<file path="src/rtl/lcd_timing_pkg.sv">
// Shared LCD timing definitions: preset selector encoding, preset interval table,
// ns-to-cycle conversion (rounded up) and the timer state encoding.
package lcd_timing_pkg;

    typedef enum logic [2:0] {
        SEL_250NS  = 3'd0,
        SEL_42US   = 3'd1,
        SEL_100US  = 3'd2,
        SEL_1640US = 3'd3,
        SEL_4100US = 3'd4,
        SEL_15MS   = 3'd5,
        SEL_50MS   = 3'd6,
        SEL_RAW    = 3'd7
    } preset_e;

    localparam int NUM_PRESETS = 7;

    // Interval lengths in ns, indexed by preset_e (SEL_RAW excluded).
    localparam longint unsigned PRESET_NS [NUM_PRESETS] = '{
        64'd250,
        64'd42_000,
        64'd100_000,
        64'd1_640_000,
        64'd4_100_000,
        64'd15_000_000,
        64'd50_000_000
    };

    typedef enum logic {
        IDLE  = 1'b0,
        COUNT = 1'b1
    } state_e;

    function automatic longint unsigned cycles_from_ns(
        input longint unsigned clk_hz,
        input longint unsigned ns
    );
        return (clk_hz * ns + 64'd999_999_999) / 64'd1_000_000_000;
    endfunction

endpackage

</file>
<file path="src/rtl/lcd_delay_target_mux.sv">
// Selects the run length T from a CLK_HZ-derived preset or the raw wait_time,
// forcing a zero-length request up to a single cycle.
module lcd_delay_target_mux
    import lcd_timing_pkg::*;
#(
    parameter int unsigned CLK_HZ = 50_000_000,
    parameter int          CNT_W  = 23,
    parameter int          SEL_W  = 3
) (
    input  logic [SEL_W-1:0] sel,
    input  logic [CNT_W-1:0] wait_time,
    output logic [CNT_W-1:0] target
);

    logic [CNT_W-1:0] preset_tbl [NUM_PRESETS];
    logic [CNT_W-1:0] raw_target;

    genvar gi;
    generate
        for (gi = 0; gi < NUM_PRESETS; gi++) begin : g_preset
            localparam longint unsigned CYC = cycles_from_ns(64'(CLK_HZ), PRESET_NS[gi]);
            if (CYC >= (64'd1 << CNT_W)) begin : g_too_narrow
                $error("lcd_delay_target_mux: CNT_W too small for preset %0d (%0d cycles)", gi, CYC);
            end
            assign preset_tbl[gi] = CNT_W'(CYC);
        end
    endgenerate

    always_comb begin
        raw_target = wait_time;
        if (sel < SEL_W'(NUM_PRESETS)) begin
            raw_target = preset_tbl[sel];
        end
        target = (raw_target == '0) ? CNT_W'(1) : raw_target;
    end

endmodule

</file>
<file path="src/rtl/lcd_delay_timer.sv">
// One-shot programmable delay timer for LCD sequencing with start/busy/done handshake.
// Optional abort input is compiled in when LCD_DELAY_ABORT_EN is defined.
module lcd_delay_timer
    import lcd_timing_pkg::*;
#(
    parameter int unsigned CLK_HZ = 50_000_000,
    parameter int          CNT_W  = 23,
    parameter int          SEL_W  = 3
) (
    input  logic             CLK,
    input  logic             RST,
    input  logic             start,
    input  logic [SEL_W-1:0] sel,
    input  logic [CNT_W-1:0] wait_time,
`ifdef LCD_DELAY_ABORT_EN
    input  logic             abort,
`endif
    output logic             busy,
    output logic             done,
    output logic             flag_xs,
    output logic [CNT_W-1:0] remaining
);

    state_e           state_reg, state_next;
    logic [CNT_W-1:0] remaining_reg, remaining_next;
    logic             busy_reg, busy_next;
    logic             done_reg, done_next;
    logic             flag_reg, flag_next;
    logic [CNT_W-1:0] target;
    logic             abort_req;

`ifdef LCD_DELAY_ABORT_EN
    assign abort_req = abort;
`else
    assign abort_req = 1'b0;
`endif

    lcd_delay_target_mux #(
        .CLK_HZ (CLK_HZ),
        .CNT_W  (CNT_W),
        .SEL_W  (SEL_W)
    ) u_target_mux (
        .sel       (sel),
        .wait_time (wait_time),
        .target    (target)
    );

    // remaining shows T in the first counting cycle, so the run expires on
    // the edge after it shows 2; that puts done exactly T cycles after start.
    always_comb begin
        state_next     = state_reg;
        remaining_next = remaining_reg;
        busy_next      = busy_reg;
        done_next      = 1'b0;
        flag_next      = flag_reg;

        if (state_reg == COUNT && abort_req) begin
            state_next     = IDLE;
            remaining_next = '0;
            busy_next      = 1'b0;
        end else if (start) begin
            flag_next = 1'b0;
            if (target == CNT_W'(1)) begin
                state_next     = IDLE;
                remaining_next = '0;
                busy_next      = 1'b0;
                done_next      = 1'b1;
                flag_next      = 1'b1;
            end else begin
                state_next     = COUNT;
                remaining_next = target;
                busy_next      = 1'b1;
            end
        end else if (state_reg == COUNT) begin
            if (remaining_reg <= CNT_W'(2)) begin
                state_next     = IDLE;
                remaining_next = '0;
                busy_next      = 1'b0;
                done_next      = 1'b1;
                flag_next      = 1'b1;
            end else begin
                remaining_next = remaining_reg - CNT_W'(1);
            end
        end
    end

    always_ff @(posedge CLK) begin
        if (RST) begin
            state_reg     <= IDLE;
            remaining_reg <= '0;
            busy_reg      <= 1'b0;
            done_reg      <= 1'b0;
            flag_reg      <= 1'b0;
        end else begin
            state_reg     <= state_next;
            remaining_reg <= remaining_next;
            busy_reg      <= busy_next;
            done_reg      <= done_next;
            flag_reg      <= flag_next;
        end
    end

    assign busy      = busy_reg;
    assign done      = done_reg;
    assign flag_xs   = flag_reg;
    assign remaining = remaining_reg;

endmodule
</file>
<file path="config.mk">
export PLATFORM = sky130hd
export DESIGN_NAME = lcd_delay_timer
export DESIGN_NICKNAME = d
export VERILOG_FILES = /design/src/rtl/lcd_timing_pkg.sv /design/src/rtl/lcd_delay_target_mux.sv /design/src/rtl/lcd_delay_timer.sv
export SDC_FILE = /design/constraint.sdc
export NUM_CORES = 1
export LEC_CHECK = 0
export CORE_UTILIZATION = 40
export DETAILED_ROUTE_END_ITERATION = 12
export MAX_ROUTING_LAYER = met4
export PLACE_DENSITY = 0.68
export SYNTH_ARGS = -nofsm -noshare
export SYNTH_HDL_FRONTEND = slang
export SYNTH_HIERARCHICAL = 1
export SYNTH_SLANG_ARGS = --single-unit
</file>
<file path="constraint.sdc">
create_clock -name CLK -period 3.92 [get_ports CLK]
set_input_delay 0.784 -clock CLK [delete_from_list [all_inputs] [get_ports CLK]]
set_output_delay 0.784 -clock CLK [all_outputs]
set_load 0.03 [all_outputs]
</file>
==> flow_summary_export.csv <==
group,metric,value,unit
setup_path,worst_ep_arrival_time,3470,ps
worst_hold_path,holdCritPathClass,"flip-flop to flip-flop",
layout,final_common_cell,"clkdlybuf4s50_1",
timing,setup_tns,0,ps
drt,num_vias,2346,
floorplan,die_y,74.0,um
floorplan,start_util,0.427,
layout,nNetsFinal,350,
place,dp_hpwl,5050,um
clocking,cts_buffers,3,
timing,max_slew_margin,0.416,
synthesis,synth.yosys.seq_area_share,0.261,
run,max-cap-violations,0,
clocking,root_buffer,"clkbuf_8",
drt,dr.first_iter.drc_count,310,
pwr,max-vdd-ir-drop,211,uV
setup_path,path_class,"input pin to flip-flop",
drt,drt-wirelength-per-cell,17.1,um
drt,via_per_inst,6.09,
synthesis,avgSynthCellArea,7.56,sq um
setup_path,cp_num_buf_inv,1,
floorplan,die_x,74.0,um
setup_path,critical_path.cell_chain,"clkdlybuf4s50_1, and2_4, nand4_1, o21ai_1, nor4b_1, nand4_1, o21a_1, nor2b_1, a211o_1",
synthesis,synth-seq-cells,27,
layout,area_delta_synth_final,28.6,%
synthesis,netlist_area,2070,sq um
floorplan,io_pins,55,
floorplan,core_area,4850,sq um
floorplan,die-area,5470,sq um
clocking,postCtsResizedCells,0,
place,numPortBuffers,54,
drt,routed_wl,6570,um
grt,grt_pass1_vias,2160,
synthesis,yosysUniqueCellTypes,53,
pwr,powerDensity,306,nW/um^2
pwr,power.leakage,0.943,nW
status,status,"completed",
grt,antenna_found_initial,0,
setup_path,critical_path_required,4090,ps
drt,postRouteAntennaNets,0,
clocking,cts_hold_buf,0,
timing,rsz0062_at_grt,"false",
layout,n_antenna_cell,0,
drt,dr.pass1.iters,6,
setup_path,cp_max_fo,12,
timing,finalSetupViolations,0,
synthesis,synthesis.nets,305,
clocking,clk_path_buf_depth,2,
clocking,htree_num_levels,1,
setup_path,cpMostUsedCell,"nand4_1",
clocking,clk_latency,280,ps
setup_path,regToRegSetupSlack,1600,ps
layout,seqCellArea,541,sq um
layout,drive_above_1_share,0.0597,
place,place_congestion,0.984,
setup_path,end_kind,"flip-flop",
clocking,cts_tree,"yes",
timing,finalHoldViolations,0,
layout,fillers,477,
timing,worstMarginPinSlew,873,ps
layout,mostFrequentLayoutCells,"clkdlybuf4s50_1 (54), nor2_1 (34), dfxtp_1 (27)",
grt,grt_overflow,0,
timing,skew,5.02,ps
timing,fin_crit,3290,ps
setup_path,path_delay_family,"simple AND/OR/NAND/NOR gates",
grt,grt_usage,0.265,
place,placed_area,2620,sq um
timing,max_freq,304,MHz
synthesis,syn_inst,274,
timing,timing.final.max_slew_violations,0,
grt,grt_max_degree,18,
clocking,clock_sinks,27,
layout,largest_register_ffs,23,
drt,route.detailed.drc,0,
layout,multi_input_area,1380,sq um
setup_path,slowest_delay,720,ps
layout,final_cell_area,2660,sq um
timing,fin_crit_sh,0.840,
clocking,postCtsSetupBuffers,0,
timing,hold_ws,481,ps
setup_path,worstSetupStartpointType,"input pin",
setup_path,crit_slowest_cell,"clkdlybuf4s50_1",
synthesis,ys_warn_count,6,
clocking,cts.reportedPaths.clkPinSlew,90,ps
grt,grt_first_pass_wirelength,10800,um
floorplan,fp-row-count,25,
==> cells in the mapped netlist, drive strengths merged <==
| cell type | n | area share |
|---|---|---|
| a311oi | 1 | 0.0042 |
| nand4 | 10 | 0.030 |
| ha | 2 | 0.012 |
| a31oi | 1 | 0.0030 |
| nor2b | 1 | 0.0030 |
| and4 | 2 | 0.0085 |
| a32oi | 2 | 0.0085 |
| a211o | 2 | 0.0085 |
| o31a | 2 | 0.0085 |
| a21o | 1 | 0.0036 |
| a21oi | 14 | 0.036 |
| a21boi | 1 | 0.0036 |
| dfxtp | 27 | 0.26 |
| a41oi | 1 | 0.0042 |
| nand2b | 2 | 0.0060 |
| inv | 15 | 0.027 |
| xor2 | 2 | 0.0085 |
| or2 | 1 | 0.0030 |
| nand2 | 20 | 0.040 |
| nand4b | 1 | 0.0042 |
| a221oi | 11 | 0.047 |
| nor3 | 18 | 0.054 |
| o311a | 2 | 0.0097 |
| or4 | 1 | 0.0036 |
| buf | 9 | 0.033 |
| o21a | 4 | 0.015 |
| o211ai | 6 | 0.022 |
| nor4 | 15 | 0.072 |
| o22ai | 3 | 0.0091 |
| and2 | 1 | 0.0042 |
| and3 | 8 | 0.024 |
| o21ai | 16 | 0.039 |
| nor4b | 1 | 0.0042 |
| o31ai | 2 | 0.0072 |
| o41ai | 3 | 0.013 |
| a211oi | 5 | 0.018 |
| or2b | 1 | 0.0036 |
| nand3 | 6 | 0.015 |
| clkbuf | 7 | 0.013 |
| or3 | 3 | 0.0091 |
| a22oi | 4 | 0.015 |
| xnor2 | 5 | 0.021 |
| nor2 | 34 | 0.062 |
| nor3b | 1 | 0.0060 |
==> cell families (layout without fill, tap and decap cells) <==
logic type	after synthesis	count (layout)	share of synthesized area
and+or+nand+nor	126	126	0.352
buffers and inverters	31	75	0.0725
adders and majority gates	2	2	0.0121
xor gates and xnor gates	7	7	0.0296
AOI/OAI and AO/OA	81	81	0.273
DFF	27	27	0.261
==> path summary, 6_finish.rpt <==
check / from / to / cells past startpoint
hold / removal: busy$_SDFFE_PP0P_ / busy$_SDFFE_PP0P_ / 1
hold reg to reg: busy$_SDFFE_PP0P_ / busy$_SDFFE_PP0P_ / 1
setup reg to reg: remaining[0]$_SDFFE_PP0P_ / remaining[0]$_SDFFE_PP0P_ / 7
setup / recovery: sel[1] / remaining[17]$_SDFFE_PP0P_ / 9
==> stage by stage <==
step / std cells / total power, mW / setup slack (ps) / util
6_report: 385 / 0.815 / 626 / 0.549
3_3_place_gp: 381 / 0.652 / 495 / 0.540
4_1_cts: 385 / 0.815 / 699 / 0.549
2_1_floorplan: 274 / 0.539 / 1330 / -
3_5_place_dp: 381 / 0.651 / 400 / 0.540
5_1_grt: 385 / 0.864 / 458 / 0.549
==> cell type report <==
type / count / area share
timing repair buffer: 56 / 0.209
multi-input combinational: 216 / 0.518
clock buffer: 3 / 0.0155
sequential: 27 / 0.203
tap: 67 / 0.0315
clock inverter: 1 / 0.00188
inverter: 15 / 0.0211
==> power by group <==
group / internal, mW / leakage (nW) / switching [mW]
Sequential: 0.295 / 0.223 / 0.0357
Combinational: 0.131 / 0.695 / 0.189
Clock: 0.0714 / 0.0255 / 0.0924
==> routing by layer <==
layer / track usage / vias up / routed length (um)
met5: - / - / 0
met4: 0.0577 / 0 / 66
met3: 0.0393 / 6 / 458
met2: 0.414 / 101 / 3080
met1: 0.362 / 1102 / 2960
li1: - / 1137 / -
Note: power is estimated with default switching activity, not from simulation.
